[src/rtl/bounded_updown_counter.sv]
// Bounded up/down counter with programmable step, lower/upper bounds and
// wrap / saturate / one-shot-halt boundary handling.
//
// Ports:
//   clk, rst_n    rising-edge clock, asynchronous active-low reset
//   enable        count enable
//   up_down       1: count up, 0: count down
//   load_en       synchronous load (ignores enable, bounds and halt)
//   load_val      value loaded on load_en
//   step          unsigned step magnitude; 0 means hold
//   lo_bound      lower count bound
//   hi_bound      upper count bound
//   mode          00 wrap, 01 saturate, 10 one-shot halt, 11 wrap
//   clr_flags     clears sat_sticky and halted (a boundary event wins)
//   count         registered count
//   tc_pulse      registered one-cycle pulse after a boundary event
//   sat_sticky    registered sticky boundary flag
//   halted        registered one-shot stopped flag
//   cfg_err       combinational, lo_bound > hi_bound
module bounded_updown_counter #(
  parameter int unsigned       WIDTH   = 8,
  parameter int unsigned       STEP_W  = 4,
  parameter logic [WIDTH-1:0]  RST_VAL = '0
) (
  input  logic              clk,
  input  logic              rst_n,
  input  logic              enable,
  input  logic              up_down,
  input  logic              load_en,
  input  logic [WIDTH-1:0]  load_val,
  input  logic [STEP_W-1:0] step,
  input  logic [WIDTH-1:0]  lo_bound,
  input  logic [WIDTH-1:0]  hi_bound,
  input  logic [1:0]        mode,
  input  logic              clr_flags,
  output logic [WIDTH-1:0]  count,
  output logic              tc_pulse,
  output logic              sat_sticky,
  output logic              halted,
  output logic              cfg_err
);

  localparam int unsigned EW = WIDTH + 1;

  localparam logic [1:0] MODE_SAT     = 2'b01;
  localparam logic [1:0] MODE_ONESHOT = 2'b10;

  logic [EW-1:0]    cnt_x;
  logic [EW-1:0]    step_x;
  logic [EW-1:0]    lo_x;
  logic [EW-1:0]    hi_x;
  logic [EW-1:0]    sum_up;
  logic [EW-1:0]    diff_dn;
  logic [EW-1:0]    lo_plus_step;
  logic             up_evt;
  logic             dn_evt;
  logic             boundary_evt;
  logic             qualify;
  logic             clamp_mode;

  logic [WIDTH-1:0] count_nxt;
  logic             tc_nxt;
  logic             sticky_nxt;
  logic             halted_nxt;

  // Configuration check is combinational so it gates the very next edge.
  assign cfg_err = (lo_bound > hi_bound);

  // Widened operands: one extra bit keeps overflow/underflow visible.
  assign cnt_x        = EW'(count);
  assign step_x       = EW'(step);
  assign lo_x         = EW'(lo_bound);
  assign hi_x         = EW'(hi_bound);
  assign sum_up       = cnt_x + step_x;
  assign diff_dn      = cnt_x - step_x;
  assign lo_plus_step = lo_x + step_x;

  assign up_evt       = (sum_up > hi_x);
  assign dn_evt       = (cnt_x < lo_plus_step);
  assign boundary_evt = up_down ? up_evt : dn_evt;

  assign qualify    = enable && !load_en && !cfg_err && !halted && (step != '0);
  assign clamp_mode = (mode == MODE_SAT) || (mode == MODE_ONESHOT);

  // Next-state for count and flags; load beats clear/count.
  always_comb begin
    count_nxt  = count;
    tc_nxt     = 1'b0;
    sticky_nxt = sat_sticky;
    halted_nxt = halted;

    if (load_en) begin
      count_nxt  = load_val;
      halted_nxt = 1'b0;
    end else begin
      if (clr_flags) begin
        sticky_nxt = 1'b0;
        halted_nxt = 1'b0;
      end
      if (qualify) begin
        if (boundary_evt) begin
          tc_nxt     = 1'b1;
          sticky_nxt = 1'b1;
          if (clamp_mode) begin
            count_nxt = up_down ? hi_bound : lo_bound;
          end else begin
            count_nxt = up_down ? lo_bound : hi_bound;
          end
          if (mode == MODE_ONESHOT) begin
            halted_nxt = 1'b1;
          end
        end else begin
          count_nxt = up_down ? sum_up[WIDTH-1:0] : diff_dn[WIDTH-1:0];
        end
      end
    end
  end

  // State registers.
  always_ff @(posedge clk or negedge rst_n) begin
    if (!rst_n) begin
      count      <= RST_VAL;
      tc_pulse   <= 1'b0;
      sat_sticky <= 1'b0;
      halted     <= 1'b0;
    end else begin
      count      <= count_nxt;
      tc_pulse   <= tc_nxt;
      sat_sticky <= sticky_nxt;
      halted     <= halted_nxt;
    end
  end

endmodule
[config.mk]
export PLATFORM = sky130hd
export DESIGN_NAME = bounded_updown_counter
export DESIGN_NICKNAME = d
export VERILOG_FILES = /design/src/rtl/bounded_updown_counter.sv
export SDC_FILE = /design/constraint.sdc
export NUM_CORES = 1
export LEC_CHECK = 0
export ABC_AREA = 1
export CAP_MARGIN = 15
export CORE_ASPECT_RATIO = 2
export CORE_MARGIN = 1
export CORE_UTILIZATION = 40
export CTS_BUF_LIST = sky130_fd_sc_hd__clkbuf_4 sky130_fd_sc_hd__clkbuf_8 sky130_fd_sc_hd__clkbuf_16
export DETAILED_ROUTE_END_ITERATION = 8
export GPL_TIMING_DRIVEN = 0
export PLACE_DENSITY = 0.69
export SLEW_MARGIN = 20
export SYNTH_ARGS = -nofsm -noshare
export SYNTH_HDL_FRONTEND = slang
export SYNTH_SLANG_ARGS = --single-unit
[constraint.sdc]
create_clock -name clk -period 2.7 [get_ports clk]
set_input_delay 0.405 -clock clk [delete_from_list [all_inputs] [get_ports clk]]
set_output_delay 0.405 -clock clk [all_outputs]
set_load 0.02 [all_outputs]
==> flow_metrics.env, run 1 <==
export IMPL_outcome="complete, but fails checks"
export IMPL_violations="negative setup slack"
export IMPL_routed_wl_mm=6.12
export IMPL_area_growth_syn_to_layout_pct=45.2
export IMPL_place_congestion=0.866
export IMPL_switching_share_pct=48.8
export IMPL_ir_drop_uv=463
export IMPL_cts_hold_buffers=0
export IMPL_syn_avg_cell_area_sq_um=6.45
export IMPL_antenna_cells=0
export IMPL_reg2reg_to="count[3]"
export IMPL_critPathSlowestCell="clkdlybuf4s50_1"
export IMPL_end_kind="flop"
export IMPL_dpl_worst_slack_ps=-864
export IMPL_rr_worst_depth=23
export IMPL_core_sq_mm=0.00509
export IMPL_yosysSeqAreaShare_pct=13.1
export IMPL_post_synth_top_area_cell="ha_1"
export IMPL_p_int_mw=0.850
export IMPL_drv_cap=0
export IMPL_clock_latency_ps=240
export IMPL_drt_first_pass_iters=4
export IMPL_boundaryPins=48
export IMPL_synth_cell_types=33
export IMPL_vias=2290
export IMPL_setup_viol=9
export IMPL_hold_viol_final=0
export IMPL_maxSlewHeadroom_pct=65.1
export IMPL_combPwrFrac_pct=74.7
export IMPL_top_usage_layer="met2"
export IMPL_power_frac_clock_pct=10.7
export IMPL_cts_root_buf="clkbuf_8"
export IMPL_synthArstFlopShare_pct=100
export IMPL_synth_edf_count=0
export IMPL_fin_util_pct=59.9
export IMPL_clkTransAtPathRegs_ps=50
export IMPL_cts_max_level=1
export IMPL_leakage_nw=1.56
export IMPL_synth_area_leaders="ha_1 21%, nand2_1 17%, dfrtp_1 13%, inv_1 7.9%, nand3_1 6.4%"
export IMPL_synth_fa_ha_area_share_pct=24.3
export IMPL_via_per_inst=5.13
export IMPL_place_hpwl_mm=4.79
export IMPL_antenna_found_initial=0
export IMPL_final_common_cell="nand2_1"
export IMPL_met2_usage_pct=43.6
export IMPL_synthCells=326
export IMPL_netlist_area_sq_mm=0.00210
export IMPL_pwr_share_seq_pct=14.6
export IMPL_clkSinkCount=11
export IMPL_cp_top_family="simple AND/OR/NAND/NOR gates"
export IMPL_final_cell_mix="85 x nand2_1, 44 x inv_1, 39 x clkdlybuf4s50_1"
export IMPL_synthXorXnorAreaFrac_pct=5.77
export IMPL_synth_compound_area_share_pct=9.40
export IMPL_grt_pass1_vias=2293
export IMPL_portBuffers=47
export IMPL_arrival_ps=2990
export IMPL_ys_seq_elements=11
export IMPL_synth_main_ff_cell="dfrtp_1"
export IMPL_p_switching_mw=0.810
export IMPL_crit_chain="clkdlybuf4s50_1, ha_4, a21oi_1, nand2_2, xor2_1, ha_1, nand2_1, inv_1, nand2_1, nand2_2, nand2_1, nand2_1, nand2_1, nand2_2, nand2_4, nand2_8, nand2_1, nand3_1, nand2_1, nand2_1"
export IMPL_yosysTopAreaCellShare_pct=21.4
export IMPL_path_class="input port to flop"
export IMPL_grt_util_met1_pct=23.9
export IMPL_startpoint_type="input port"
export IMPL_max_freq_ghz=0.350
export IMPL_finalCriticalPeriod_ps=2860
export IMPL_fill_cells=479
export IMPL_yosys_area_share_simple_pct=36.4
export IMPL_skew_ps=1.74
export IMPL_rsz0062_at_grt="yes"
export IMPL_final_nets=464
export IMPL_start_util_pct=41.3
export IMPL_cts_buffers=3
export IMPL_synth_top_family_by_area="simple AND/OR/NAND/NOR gates"
export IMPL_die_area_sq_mm=0.00557
export IMPL_track_usage_pct=23.3
export IMPL_die_h_um=105
export IMPL_clock_path_buffers=2
export IMPL_dr_first_iter_drc_count=50
export IMPL_cp_required_ps=2830
export IMPL_cp_common_cell="nand2_1"
export IMPL_slew_violations=0
export IMPL_period_share_pct=106
export IMPL_r2r_slack_ps=-140
export IMPL_fin_setup_tns_ps=-1180
export IMPL_grt_max_degree=12
export IMPL_crit_fanout=6
export IMPL_r2r_start="count[0]"
export IMPL_grt_util_met3_pct=0.439
export IMPL_worst_slack_ps=-159
export IMPL_path_buf_inv=2
export IMPL_drive_above_1_share_pct=20.6
export IMPL_syn_nets=401
export IMPL_die_w_um=53.3
export IMPL_hold_path_class="input port to asynchronous set/reset pin"
export IMPL_drc=0
export IMPL_cts_tree="built"
export IMPL_cpPeakStageDelay_ps=570
export IMPL_ant_nets=0
export IMPL_grt_first_pass_wirelength_mm=9.72
export IMPL_power_density_mw_per_mm2=544
export IMPL_yosysWarnings=0
export IMPL_max_slew_worst_pin_slew_ps=523
export IMPL_muxShareOfSynthArea_pct=0
export IMPL_wl_per_cell_um=13.7
export IMPL_grt_ovfl_total=0
export IMPL_placementRows=37
metrics by stage:
step	hold WS [ps]	cell area, sq um	power (mW)	cells
after floorplan	109	2120	0.914	326
after global placement	500	2660	1.20	431
after detailed placement	509	2660	1.22	431
after CTS	535	2880	1.51	444
after global routing	557	3050	1.80	446
final	513	3050	1.66	446
power by group through the flow:
| stage | Clock (mW) | Combinational, mW | Sequential, mW |
|---|---|---|---|
| 6_report | 0.178 | 1.24 | 0.243 |
| 5_1_grt | 0.187 | 1.36 | 0.248 |
| 4_1_cts | 0.181 | 1.08 | 0.244 |
| 3_5_place_dp | 0 | 0.971 | 0.249 |
| 2_1_floorplan | 0 | 0.636 | 0.278 |
| 3_3_place_gp | 0 | 0.954 | 0.249 |
synth_stat cells (2+ instances only):
cell / number
inv_1: 44
nor2_1: 28
nand4_1: 5
a21oi_1: 18
xor2_1: 9
o21ai_0: 14
nand3_1: 27
dfrtp_1: 11
buf_6: 3
nand2_1: 97
a21oi_2: 2
xnor2_1: 3
buf_4: 2
fa_1: 3
nor3_1: 2
nand2_2: 6
ha_1: 36
cell type report:
class / instances / area [sq um] / area share [%]
clock buffers: 4 / 48.8 / 1.60
flip-flops and latches: 11 / 278 / 9.10
well taps: 58 / 72.6 / 2.38
plain buffers: 7 / 57.6 / 1.89
inverters: 46 / 175 / 5.74
multi-input cells: 264 / 1880 / 61.7
repair buffers: 56 / 538 / 17.6
worst max path at each step:
stage | start | end | slack [ps] | cells past startpoint
detailed placement | step[0] | count[0] | -860 | 24
floorplan | count[0] | count[2] | 2 | 23
finish | lo_bound[3] | count[3] | -160 | 20
CTS | count[0] | count[2] | -170 | 23
global placement | step[1] | count[0] | -830 | 23
global route | count[0] | count[2] | -340 | 23
cell families (layout without fill, tap and decap cells):
logic type / after synthesis / after routing
AOI/OAI and AO/OA: 37 / 37
xor gates and xnor gates: 13 / 13
adders and majority gates: 39 / 39
buffers and inverters: 53 / 113
DFF: 11 / 11
and+or+nand+nor: 173 / 175
sequential cells by signal, summed over array words and instances, names as in the netlist:
name and cells:
count 8, halted 1, sat_sticky 1, tc_pulse 1
routing by layer:
layer | wire length (um) | part of all wire (%) | vias to the layer above
met4 | 269 | 4.4 | 0
met3 | 158 | 2.6 | 17
met2 | 3470 | 57 | 57
met1 | 2230 | 36 | 1045
met5 | 0 | 0 | -
li1 | - | - | 1171
timing repair:
action                     in CTS  in global routing
resized for setup              43                 31
pin swaps                      12                  7
setup buffers                   7                  2
gates cloned                    2                  0
setup endpoints to repair      12                 12
Power figures use the tool's default switching activity.
==> run 2: changes to the inputs <==
--- a/config.mk
+++ b/config.mk
@@ -7,14 +7,17 @@
 export LEC_CHECK = 0
 export ABC_AREA = 1
 export CAP_MARGIN = 15
+export CELL_PAD_IN_SITES_DETAIL_PLACEMENT = 0
+export CELL_PAD_IN_SITES_GLOBAL_PLACEMENT = 2
 export CORE_ASPECT_RATIO = 2
 export CORE_MARGIN = 1
-export CORE_UTILIZATION = 40
+export CORE_UTILIZATION = 24
 export CTS_BUF_LIST = sky130_fd_sc_hd__clkbuf_4 sky130_fd_sc_hd__clkbuf_8 sky130_fd_sc_hd__clkbuf_16
 export DETAILED_ROUTE_END_ITERATION = 8
 export GPL_TIMING_DRIVEN = 0
-export PLACE_DENSITY = 0.69
+export PLACE_DENSITY = 0.76
 export SLEW_MARGIN = 20
 export SYNTH_ARGS = -nofsm -noshare
 export SYNTH_HDL_FRONTEND = slang
 export SYNTH_SLANG_ARGS = --single-unit
+export TNS_END_PERCENT = 30
==> flow_metrics.env, run 2 (same netlist as run 1, synthesis figures left out) <==
export IMPL_outcome="complete, but fails checks"
export IMPL_violations="design-rule violations, negative setup slack"
export IMPL_startpoint_type="flop"
export IMPL_via_per_inst=4.64
export IMPL_ant_nets=0
export IMPL_slew_violations=0
export IMPL_final_cell_mix="88 x nand2_1, 44 x inv_1, 39 x clkdlybuf4s50_1"
export IMPL_ir_drop_uv=272
export IMPL_max_freq_ghz=0.344
export IMPL_cp_common_cell="nand2_1"
export IMPL_grt_pass1_vias=2224
export IMPL_place_congestion=0.842
export IMPL_hold_viol_final=0
export IMPL_vias=2275
export IMPL_p_int_mw=0.941
export IMPL_crit_fanout=6
export IMPL_boundaryPins=48
export IMPL_worst_slack_ps=-205
export IMPL_cp_required_ps=2830
export IMPL_power_frac_clock_pct=15.9
export IMPL_max_slew_worst_pin_slew_ps=557
export IMPL_cts_hold_buffers=0
export IMPL_grt_ovfl_total=0
export IMPL_die_w_um=68.2
export IMPL_place_hpwl_mm=5.89
export IMPL_p_switching_mw=0.829
export IMPL_portBuffers=47
export IMPL_hold_path_class="input port to asynchronous set/reset pin"
export IMPL_drv_cap=0
export IMPL_pwr_share_seq_pct=14.3
export IMPL_core_sq_mm=0.00859
export IMPL_drc=1
export IMPL_cpPeakStageDelay_ps=430
export IMPL_fill_cells=962
export IMPL_clkSinkCount=11
export IMPL_routed_wl_mm=7.34
export IMPL_drt_first_pass_iters=8
export IMPL_leakage_nw=1.60
export IMPL_cts_buffers=3
export IMPL_antenna_cells=0
export IMPL_cts_max_level=1
export IMPL_track_usage_pct=16.9
export IMPL_die_area_sq_mm=0.00916
export IMPL_area_growth_syn_to_layout_pct=48.3
export IMPL_grt_max_degree=12
export IMPL_skew_ps=2.55
export IMPL_top_register="count"
export IMPL_combPwrFrac_pct=69.8
export IMPL_start_util_pct=24.5
export IMPL_cts_root_buf="clkbuf_16"
export IMPL_critPathSlowestCell="dfrtp_2"
export IMPL_finalCriticalPeriod_ps=2910
export IMPL_fin_util_pct=36.3
export IMPL_arrival_ps=3030
export IMPL_die_h_um=134
export IMPL_clock_path_buffers=2
export IMPL_maxSlewHeadroom_pct=62.7
export IMPL_setup_viol=11
export IMPL_final_nets=466
export IMPL_cts_tree="built"
export IMPL_antenna_found_initial=0
export IMPL_end_kind="flop"
export IMPL_rsz0062_at_grt="yes"
export IMPL_grt_first_pass_wirelength_mm=11.3
export IMPL_switching_share_pct=46.9
export IMPL_path_class="flop to flop"
export IMPL_clock_latency_ps=240
export IMPL_largest_reg_flops=8
export IMPL_period_share_pct=108
export IMPL_power_density_mw_per_mm2=568
export IMPL_total_power_mw=1.77
export IMPL_final_common_cell="nand2_1"
export IMPL_drive_above_1_share_pct=21.0
export IMPL_crit_chain="ha_4, fa_2, nand2_2, nand2_1, nand2_1, nand2_2, xor2_4, ha_4, a21oi_1, nand3_2, nand2_1, nand2_1, nand2_1, nand2_1, nand2_2, nand2_4, buf_4, nand3_2, nand3_2, nand2_1, nand2_1"
export IMPL_dr_first_iter_drc_count=62
export IMPL_placementRows=48
export IMPL_clkTransAtPathRegs_ps=40
export IMPL_wl_per_cell_um=15.0
run 2: cell types whose count changed in the layout (fill, tap and decap cells not counted), sizes merged:
cell / before / now
buf: 17 / 19
nand2: 107 / 108
clkbuf: 6 / 5
dlymetal6s2s: 2 / 4
dlygate4sd2: 1 / 0
clkdlybuf4s15: 2 / 1
run 2: power by group through the flow:
| stage | Sequential (mW) | Combinational (mW) | Clock [mW] |
|---|---|---|---|
| floorplan | 0.278 | 0.636 | 0 |
| global placement | 0.262 | 0.990 | 0 |
| detailed placement | 0.261 | 1.01 | 0 |
| CTS | 0.255 | 1.14 | 0.290 |
| global route | 0.258 | 1.38 | 0.300 |
| finish | 0.254 | 1.23 | 0.281 |
run 2: worst paths after layout:
| check | cells past startpoint | slack [ps] | start | end |
|---|---|---|---|---|
| min | 1 | 530 | rst_n | count[5] |
| max in group asynchronous | 1 | 1770 | rst_n | count[2] |
| min reg2reg | 2 | 530 | sat_sticky | sat_sticky |
| max reg2reg | 21 | -210 | count[0] | count[5] |
| max | 21 | -210 | count[0] | count[5] |
| min in group clk | 2 | 530 | sat_sticky | sat_sticky |
run 2: stage by stage:
| step | setup slack, ps | instances | TNS, ps | hold WS (ps) | instance area (sq um) |
|---|---|---|---|---|---|
| after detailed placement | -1010 | 473 | -10550 | 494 | 2710 |
| after global placement | -1020 | 473 | -10660 | 507 | 2710 |
| after CTS | -208 | 486 | -1840 | 524 | 2990 |
| final | -205 | 490 | -1580 | 533 | 3120 |
| after floorplan | 2.02 | 326 | 0 | 109 | 2120 |
| after global routing | -398 | 490 | -3800 | 569 | 3120 |
run 2: layer usage:
layer | part of all wire, % | global-route usage (%) | vias to the layer above
li1 | - | - | 1172
met1 | 36 | 17.4 | 1048
met2 | 60 | 34.5 | 45
met3 | 2.2 | 1.19 | 10
met4 | 2.2 | 3.13 | 0
met5 | 0 | 0 | -
run 2: layout make-up:
type / count / area (sq um) / area share [%]
Timing Repair Buffer: 57 / 557 / 17.9
Clock buffer: 4 / 82.6 / 2.65
Buffer: 7 / 57.6 / 1.85
Sequential cell: 11 / 278 / 8.91
Inverter: 46 / 175 / 5.62
Multi-Input combinational cell: 265 / 1840 / 59.1
Tap cell: 100 / 125 / 4.01
run 2: worst max-delay path, delay by kind of cell, from the launching register on:
kind / cells / cell delay [ps]
and+or+nand+nor: 15 / 1060
DFF: 1 / 430
xor gates and xnor gates: 1 / 210
buffers and inverters: 1 / 160
AOI/OAI and AO/OA: 1 / 170
adders and majority gates: 3 / 760
run 2: repair_timing:
| item | 4_1_cts | 5_1_grt |
|---|---|---|
| resized for setup | 40 | 24 |
| buffers inserted | 6 | 4 |
| gates cloned | 3 | 0 |
| pin swaps | 4 | 2 |
| endpoints found under the setup margin | 12 | 12 |
